[src/rtl/reg_bank_pkg.sv]
// Shared types and constants for the register-bank responder.
package reg_bank_pkg;

  typedef enum logic {
    IDLE = 1'b0,
    RESP = 1'b1
  } state_t;

  // Encoding of rsp_err_h.
  localparam logic OK       = 1'b0;
  localparam logic ERR_ADDR = 1'b1;

endpackage

[src/rtl/reg_bank_responder.sv]
// Register bank with a single-outstanding request/response bus interface,
// parallel register export and per-register write strobes.
module reg_bank_responder
  import reg_bank_pkg::*;
#(
  parameter int                    DATA_WIDTH  = 16,
  parameter int                    ADDR_WIDTH  = 4,
  parameter int                    NUM_REGS    = 8,
  parameter logic [DATA_WIDTH-1:0] RESET_VALUE = '0
) (
  input  logic                           clk,
  input  logic                           rsth,
  input  logic                           req_valid_h,
  output logic                           req_ready_h,
  input  logic                           req_write_h,
  input  logic [ADDR_WIDTH-1:0]          req_addr,
  input  logic [DATA_WIDTH-1:0]          req_wdata,
  output logic                           rsp_valid_h,
  input  logic                           rsp_ready_h,
  output logic [DATA_WIDTH-1:0]          rsp_rdata,
  output logic                           rsp_err_h,
  output logic [NUM_REGS*DATA_WIDTH-1:0] regs_o,
  output logic [NUM_REGS-1:0]            wr_pulse_o
);

  localparam int IDX_W = (NUM_REGS > 1) ? $clog2(NUM_REGS) : 1;

  state_t                state, state_next;
  logic [DATA_WIDTH-1:0] regs [NUM_REGS];
  logic [IDX_W-1:0]      idx;
  logic                  addr_ok;
  logic                  req_fire;
  logic                  rsp_fire;

  assign idx      = req_addr[IDX_W-1:0];
  assign addr_ok  = int'(req_addr) < NUM_REGS;
  assign req_fire = req_valid_h & req_ready_h;
  assign rsp_fire = rsp_valid_h & rsp_ready_h;

  // NOTE: sequential state uses non-blocking assignments so every flop samples
  // pre-edge values; blocking here would create order-dependent simulation.
  always_ff @(posedge clk) begin
    if (rsth) state <= IDLE;
    else      state <= state_next;
  end

  // NOTE: every output of this block gets a default first, so no path can
  // leave a signal unassigned and infer a latch.
  always_comb begin
    state_next  = state;
    req_ready_h = 1'b0;
    rsp_valid_h = 1'b0;
    unique case (state)
      IDLE: begin
        req_ready_h = ~rsth;
        if (req_valid_h && !rsth) state_next = RESP;
      end
      RESP: begin
        rsp_valid_h = 1'b1;
        if (rsp_ready_h) state_next = IDLE;
      end
      default: state_next = IDLE;
    endcase
  end

  // NOTE: the register array is architecturally visible on regs_o, so it is
  // reset explicitly; a plain RAM holding no reset-visible state would not be.
  always_ff @(posedge clk) begin
    if (rsth) begin
      for (int i = 0; i < NUM_REGS; i++) regs[i] <= RESET_VALUE;
    end else if (req_fire && req_write_h && addr_ok) begin
      regs[idx] <= req_wdata;
    end
  end

  // Response buffer: captured on request acceptance, cleared once consumed.
  always_ff @(posedge clk) begin
    if (rsth) begin
      rsp_rdata  <= '0;
      rsp_err_h  <= OK;
      wr_pulse_o <= '0;
    end else begin
      wr_pulse_o <= '0;
      if (req_fire) begin
        if (!addr_ok) begin
          rsp_rdata <= '0;
          rsp_err_h <= ERR_ADDR;
        end else if (req_write_h) begin
          rsp_rdata  <= '0;
          rsp_err_h  <= OK;
          wr_pulse_o <= NUM_REGS'(1) << idx;
        end else begin
          rsp_rdata <= regs[idx];
          rsp_err_h <= OK;
        end
      end else if (rsp_fire) begin
        rsp_rdata <= '0;
        rsp_err_h <= OK;
      end
    end
  end

  for (genvar g = 0; g < NUM_REGS; g++) begin : g_export
    assign regs_o[g*DATA_WIDTH +: DATA_WIDTH] = regs[g];
  end

endmodule

[config.mk]
export PLATFORM = sky130hd
export DESIGN_NAME = reg_bank_responder
export DESIGN_NICKNAME = d
export VERILOG_FILES = /design/src/rtl/reg_bank_pkg.sv /design/src/rtl/reg_bank_responder.sv
export SDC_FILE = /design/constraint.sdc
export NUM_CORES = 1
export LEC_CHECK = 0
export ABC_AREA = 1
export BUFFER_PORTS_ARGS = -buffer_cell sky130_fd_sc_hd__buf_2
export CAP_MARGIN = 20
export CORE_MARGIN = 2
export CORE_UTILIZATION = 55
export DETAILED_ROUTE_END_ITERATION = 12
export GPL_ROUTABILITY_DRIVEN = 0
export HOLD_SLACK_MARGIN = 0.1
export PLACE_DENSITY_LB_ADDON = 0.2
export SLEW_MARGIN = 0
export SYNTH_ARGS = -nofsm -noshare
export SYNTH_HDL_FRONTEND = slang
export SYNTH_SLANG_ARGS = --single-unit
[constraint.sdc]
create_clock -name clk -period 5.1 [get_ports clk]
set_input_delay 0.51 -clock clk [delete_from_list [all_inputs] [get_ports clk]]
set_output_delay 0.51 -clock clk [all_outputs]
set_load 0.02 [all_outputs]
==> results of run 1 <==
[power groups by stage]
stage | logic [W] | clock network, W | registers [W]
2_1_floorplan | 0.000117 | 0 | 0.00150
3_3_place_gp | 0.000251 | 0 | 0.00145
3_5_place_dp | 0.000257 | 0 | 0.00145
4_1_cts | 0.000258 | 0.00124 | 0.00143
5_1_grt | 0.000281 | 0.00129 | 0.00143
6_report | 0.000261 | 0.00124 | 0.00143
[layout by cell type (no fill, tap or decap), types with 3 or more instances in the layout]
cell                        Yosys  routed
sky130_fd_sc_hd__nor2_1       122     122
sky130_fd_sc_hd__buf_2          9     179
sky130_fd_sc_hd__nand3_1       48      48
sky130_fd_sc_hd__nand2_1      281     281
sky130_fd_sc_hd__dfxtp_1       26      26
sky130_fd_sc_hd__clkbuf_16      0      20
sky130_fd_sc_hd__edfxtp_1     128     128
sky130_fd_sc_hd__clkinv_2       0       3
sky130_fd_sc_hd__a21oi_1       17      17
sky130_fd_sc_hd__inv_1         26      26
sky130_fd_sc_hd__nand2_4       10      10
sky130_fd_sc_hd__clkbuf_1      15       3
sky130_fd_sc_hd__nor2_2         9       9
sky130_fd_sc_hd__clkbuf_8       0       4
[layer usage]
| metal | part of all wire [%] | track usage, % |
|---|---|---|
| met1 | 40 | 42.11 |
| met2 | 46 | 43.80 |
| met3 | 12 | 7.222 |
| met4 | 2.2 | 8.996 |
| met5 | 0 | 0 |
[per-stage QoR]
stage          power, W  instances  worst slack, ns  hold WS, ns  util, %
3_3_place_gp   0.001704       1006            1.922       0.4491    63.88
4_1_cts        0.002924       1038            2.138       0.2933    68.81
5_1_grt        0.003000       1038            1.951       0.3233    68.81
2_1_floorplan  0.001614        714            2.831       0.5400        -
3_5_place_dp   0.001710       1006            1.741       0.4529    63.88
6_report       0.002926       1038            2.129       0.2930    68.81
[state kept, by name, summed over array words and instances, names as in the netlist]
register and cells:
regs 128, rsp_err_h 1, rsp_rdata 16, state 1, wr_pulse_o 8
[final timing paths]
check,end,slack (ns),start,cells after the start
worst min register to register,rsp_rdata[5]$_SDFFE_PP0P_,0.46,rsp_rdata[5]$_SDFFE_PP0P_,2
worst max register to register,regs[0][0]$_SDFFCE_PN0P_,2.86,state$_SDFF_PP0_,7
worst max-delay path,regs[2][4]$_SDFFCE_PN0P_,2.13,req_addr[1],5
worst min-delay path,state$_SDFF_PP0_,0.29,rsp_ready_h,2
[logic make-up after synthesis]
family                 share of synthesized area [%]
AOI/OAI and AO/OA                              1.437
buffers and inverters                          4.771
DFF                                            64.25
and+or+nand+nor                                29.55
[cell type report]
cell class / count / area [um2] / area share, %
clock inverter: 5 / 26.28 / 0.3179
tap: 147 / 183.9 / 2.225
sequential: 154 / 4364 / 52.80
timing repair buffer: 181 / 910.9 / 11.02
inverter: 29 / 108.9 / 1.317
clock buffer: 27 / 566.8 / 6.857
multi-input combinational: 495 / 2105 / 25.46
==> metrics list, run 1 <==
* H-tree Lvls: 4
- DIE HEIGHT: ~120 um
- During placement, the flow inserted port buffers numbering about 180.
- DR vias/cell: 5.529
- Clock tree synthesis selected as its root buffer the cell sky130_fd_sc_hd__clkbuf_16.
- In this run, CTS created clock tree buffers numbering 17.
- STA classifies the critical path startpoint as a primary input.
- Pin count of the biggest net entering global routing: 68
- Most used standard cell by instance count after synthesis: sky130_fd_sc_hd__nand2_1
- The worst path needs roughly 3.0 ns of the cycle, external delays included.
- Setup violations remaining at the end of the flow were counted as 0.
* Switching share of total power: 24.02%
* RSZ-0062 raised after global routing: false
* Signed area change from the synthesized netlist to the final layout: 21.68%
* Number of buffers inserted for hold repair after clock tree synthesis: 0
- Cells with a size suffix above 1 make up 26.37% of the layout.
- Horiz. Die Dim: 115.1 um
- Setup fix buffers added after clock tree synthesis: 0
* Normalized max-slew margin: about a third
* Global router's overall resource usage: 29.06%
- Comb power frac: under 10%
- The largest single stage delay on the critical path is approximately 0.62 ns.
- Syn_nets: between 700 and 800
- Final worst-path cycle share: between 50% and 60%
- Most numerous cell types in the synthesized netlist: sky130_fd_sc_hd__nand2_1, sky130_fd_sc_hd__edfxtp_1, sky130_fd_sc_hd__nor2_1, sky130_fd_sc_hd__nand3_1
- Die Area: ~0.013 mm2
- Via count of the first global-routing pass: roughly 5200
- Post-synthesis register bit count: 154
* Initial antenna violation count: 0
- Worst Path Arrival: approximately 3.0 ns
* Crit path cell chain: buf_2 > inv_1 > nor2_1 > nand2_4 > nand2_1
* First-pass iteration count of the detailed router: 8
- In this run, the number of DRC markers left after iteration 0 of detailed routing was 630.
- EDFF count, synth: 128
- TritonCTS clock tree: yes
* DR WL/cell: between 15 and 20 um
- Seq pwr share: between 40% and 50%
- The final route contains between 5000 and 6000 vias.
* CTS max path bufs: 2
* Highest attainable clock frequency: 336.6 MHz
- The clock reaches the later pin of the worst-skew pair after 0.43 ns.
- Detailed placer's ending HPWL: about 14000 um
- Of all nets on the critical path, the largest fanout is 36.
- Total wire length: slightly below 20000 um
- 180 I/O pins were placed.
- Commonest register cell after synthesis: sky130_fd_sc_hd__edfxtp_1
* Worst setup EP type: flop
* Non-Filler Cell Area, Final: 0.008265 mm2
- Count of unresolved DRC violations after routing: 0
* Filler Cell Count: approximately 960
* CP delay by family, top: simple AND/OR/NAND/NOR gates
* Buffers plus inverters on the worst setup path: 2
* YS warnings: 0
- The tool flagged a number of max-cap violations equal to 0.
* Std cell rows: 40
- The share of total power dissipated in the clock network is 42.3%.
- Initial cell density of the core: 56.55%
* Pwr/cell area: ~350 mW/mm2
- Count of endpoints failing hold in the final timing report: 0
- After synthesis, the mean cell area works out to 9.514 um2.
* Mapped cell area: 0.006793 mm2
- Setup TNS: 0 ns
* CP max stage cell: sky130_fd_sc_hd__inv_1
- Netlist cell types: 22
- Asr flop ratio synth: 0%
- First-pass GRT wire length: about 28000 um
- Clock Skew: 0.006368 ns
- Internal power contribution: 0.002223 W
* Count of instances resized after the clock tree is built: 0
- Area after DPL: ~0.0077 mm2
- Clock slew seen by the registers of the worst setup and hold paths: roughly 0.060 ns
- Reported leakage power: between 4 and 5 nW
- Sorting the synthesized cells by area gives the leading types as sky130_fd_sc_hd__edfxtp_1, sky130_fd_sc_hd__nand2_1, sky130_fd_sc_hd__dfxtp_1.
- For the pin with the worst max-slew slack, the measured transition is 0.9855 ns.
* Nets@finish: between 900 and 1000
- Net switching power: roughly 0.00070 W
- For this run, the register share of the synthesized area comes to between 60% and 70%.
* Remaining antenna violation count: 0
* Clock Sinks: around 150
- VDD sags by at most 0.2201 mV.
- After technology mapping, the gate count stands at between 700 and 800.
- The biggest area contributor in the post-synthesis netlist is sky130_fd_sc_hd__edfxtp_1.
- Share of Yosys cell area claimed by the top area cell type: between 50 and 60%
- Path type of the worst min-delay path: primary input to flop
- Area of the core region: about 0.012 mm2
- The number of antenna diodes in the final layout is 0.
- Classification of the worst setup path: primary input to flop
- Max-slew violation count: 0
- STA puts the critical path data required time at approximately 5 ns.
- Global routing finished with a remaining overflow of 0.
- The flow ran to the end, and the final reports show no timing, DRC or antenna violations.
No activity file was read; power rests on OpenSTA's default activity.
==> inputs of run 2 (changes only) <==
Settings changed: ABC_AREA 1 to 0, CORE_UTILIZATION 55 to 48.
Clock period 5.1 ns to 2.45 ns, I/O delays scaled along.
==> metrics list, run 2 <==
* Stages on the worst setup path: 7
- The path class of the tightest hold or removal check is primary input to flop.
* DR vias/cell: 5.464
- The most used flip-flop cell after synthesis is sky130_fd_sc_hd__edfxtp_1.
* Crit path cell chain: dlygate4sd3_1 > buf_2 > or4b_1 > buf_4 > nor4_4 > or2_1 > buf_4
- Summed over all nets, the half-perimeter wirelength after detailed placement is 13090 um.
* Via count of the first global-routing pass: around 4500
- The largest single stage delay on the critical path is about 0.53 ns.
- For this design the static power due to leakage is around 3.6 nW.
* Clock latency on the worst-skew pair: between 0.4 and 0.5 ns
- Max-cap violations in this run came to 0.
* Slew at the pin closest to its max-slew limit: between 0.6 and 0.7 ns
* Clock slew seen by the registers of the worst setup and hold paths: 0.06 ns
* Worst-case vdd ir drop: 0.4359 mV
- Classification of the worst setup path: primary input to flop
- The die covers approximately 0.015 mm2.
- Buffers plus inverters on the worst setup path: 4
* Register name with the most flops: regs
* Ports: 180
- The initial antenna violation count was 0.
- Syn avg cell area: 15.04 um2
- For the worst setup path, the data required time is ~2.6 ns.
- Worst Path Arrival: 2.34 ns
- Minimum setup slack among reg-to-reg paths: about 0.32 ns
- Count of unresolved DRC violations after routing: 0
- Horiz. Die Dim: 122.6 um
- Number of DRC violations after detailed-routing iteration 0: 298
* Cell accounting for the most synthesized area: sky130_fd_sc_hd__edfxtp_1
* Nets@finish: between 600 and 700
- Asr flop ratio synth: 0%
* Filler Cell Count: about 1100
- Normalized max-slew margin: between 50% and 60%
* DR WL/cell: around 22 um
- Clock Sinks: about 150
- Number of buffers added by the clock tree synthesis step: 17
- Share of Yosys cell area claimed by the top area cell type: a little under three fifths
* Count of endpoints failing hold in the final timing report: 0
- No sink is reached through more buffers than the 2 on the longest clock path.
- Signed area change from the synthesized netlist to the final layout: 26.57%
- Syn_nets: approximately 470
- Final worst-path cycle share: between 90 and 100%
* Master cell of the clock root buffer: sky130_fd_sc_hd__clkbuf_16
- Std cell rows: between 40 and 50
- Setup repair after global routing left no endpoint under its margin.
- Total gr overflow: 0
- After layout, the design draws a total of 0.006227 W.
* Setup TNS: 0 ns
- Yosys printed 0 warnings.
- In the layout the commonest cells are sky130_fd_sc_hd__buf_2, sky130_fd_sc_hd__and2_1, sky130_fd_sc_hd__edfxtp_1, sky130_fd_sc_hd__dfxtp_1, sky130_fd_sc_hd__buf_4.
- The die is between 100 and 150 um tall.
* Number of cells traversed by the worst register-to-register path: 5
* CP delay by family, top: buffers and inverters
* EDFF count, synth: between 100 and 150
* Leading cell type in the layout, fill and taps excluded: sky130_fd_sc_hd__buf_2
* Number of stages on the worst hold path: 3
* First-pass GRT wire length: between 20000 and 30000 um
* Critical Path Most Common Cell: sky130_fd_sc_hd__buf_4
- Number of flip-flops in the largest register: approximately 130
- Worst setup EP type: flop
- Highest attainable clock frequency: roughly 450 MHz
- Antenna diodes: 0
* First-pass iteration count of the detailed router: 5
- Biggest area contributors in the synthesized netlist: sky130_fd_sc_hd__edfxtp_1, sky130_fd_sc_hd__and2_1, sky130_fd_sc_hd__dfxtp_1
- Yosys mapped the design onto 32 distinct sky130hd cell types.
- Global router's overall resource usage: around 25%
- Sequential cell area fraction in the yosys report: between 60% and 70%
- The region available for standard cell placement spans ~0.014 mm2.
* Most numerous cell types in the synthesized netlist: sky130_fd_sc_hd__and2_1, sky130_fd_sc_hd__edfxtp_1, sky130_fd_sc_hd__dfxtp_1, sky130_fd_sc_hd__mux2_2, sky130_fd_sc_hd__mux2i_1
- The routed design has roughly 18000 um of wire.
- Mapped cell area: 0.006753 mm2
- The run finished with clean final reports.
* CP max stage cell: sky130_fd_sc_hd__dlygate4sd3_1
- Number of buffer cells added on primary ports: ~180
- Remaining antenna violation count: 0
- Entering global routing, the biggest net connects 24 pins.
- By instance count, the leading cell after synthesis is sky130_fd_sc_hd__and2_1.
- Total via count after detailed routing: 4612
- Setup fix buffers added after clock tree synthesis: 0
* Pwr/cell area: around 730 mW/mm2
- For this configuration, the core starts out at a cell density of between 40% and 50%.
- The largest registers in the layout are regs (128), rsp_rdata (16), wr_pulse_o (8).
* Max-slew violation count: 0
* TritonCTS clock tree: yes
* Crit Path Max Fanout: 16
- On the final layout, the worst clock skew is 0.005297 ns.
- Count of final setup violators: 0
* Post-synthesis register bit count: roughly 150
* Share of post-route cells with drive strength above 1: between 40% and 50%
* H-tree Lvls: 4
- STA classifies the critical path startpoint as a primary input.
* Post-layout minimum cycle time: 2.238 ns
* Cells after synthesis: 449
run 2: final timing paths:
path,start,to
worst max-delay path,req_addr[3],regs[6][8]$_SDFFCE_PN0P_
worst min register to register,rsp_rdata[5]$_SDFFE_PP0P_,rsp_rdata[5]$_SDFFE_PP0P_
worst max register to register,state$_SDFF_PP0_,regs[6][8]$_SDFFCE_PN0P_
worst min-delay path,req_valid_h,rsp_err_h$_SDFFE_PP0P_
run 2: layer usage:
layer / vias up / part of all wire (%) / GRT usage, %
met3: 23 / 7.2 / 5.019
met1: 2304 / 43 / 35.72
met2: 215 / 48 / 38.23
li1: 2070 / - / -
met4: 0 / 1.8 / 9.052
met5: - / 0 / 0
run 2: timing repair:
action	4_1_cts	5_1_grt
resized for setup	0	0
hold buffers	2	0
endpoints found under the hold margin	2	0
run 2: power breakdown:
part | total, W | internal (W) | switching, W
clock | 0.00263 | 0.00164 | 0.000984
sequential | 0.00300 | 0.00293 | 0.0000657
combinational | 0.000604 | 0.000212 | 0.000392
run 2: per-stage QoR:
stage / util (%) / cell area [um2] / worst slack, ns / hold slack, ns / cells
detailed placement: 57.42 / 7939 / 0.3575 / 0.4569 / 810
CTS: 61.81 / 8547 / 0.2389 / 0.1246 / 844
global placement: 57.42 / 7939 / 0.4149 / 0.4505 / 810
finish: 61.81 / 8547 / 0.2121 / 0.1387 / 844
global route: 61.81 / 8547 / 0.1467 / 0.1605 / 844
floorplan: - / 6753 / 0.1446 / 0.3451 / 449
run 2: cells by family after synthesis:
kind of cell | share of synthesized area [%]
compound gates | 4.095
buf+inv | 2.723
flops | 64.63
mux | 10.52
simple gates | 18.03
run 2: tightest hold or removal path: stages:
cell	delay (ns)
sky130_fd_sc_hd__buf_2	0.11
sky130_fd_sc_hd__a32oi_1	0.09
sky130_fd_sc_hd__nor2_1	0.07
run 2: layout make-up:
cell class | count | area (um2) | area share [%]
flip-flops and latches | 154 | 4364 | 51.06
multi-input cells | 267 | 2205 | 25.79
repair buffers | 207 | 1149 | 13.44
clock buffers | 23 | 467.9 | 5.475
well taps | 180 | 225.2 | 2.635
clock inverters | 9 | 120.1 | 1.405
inverters | 4 | 16.27 | 0.1903
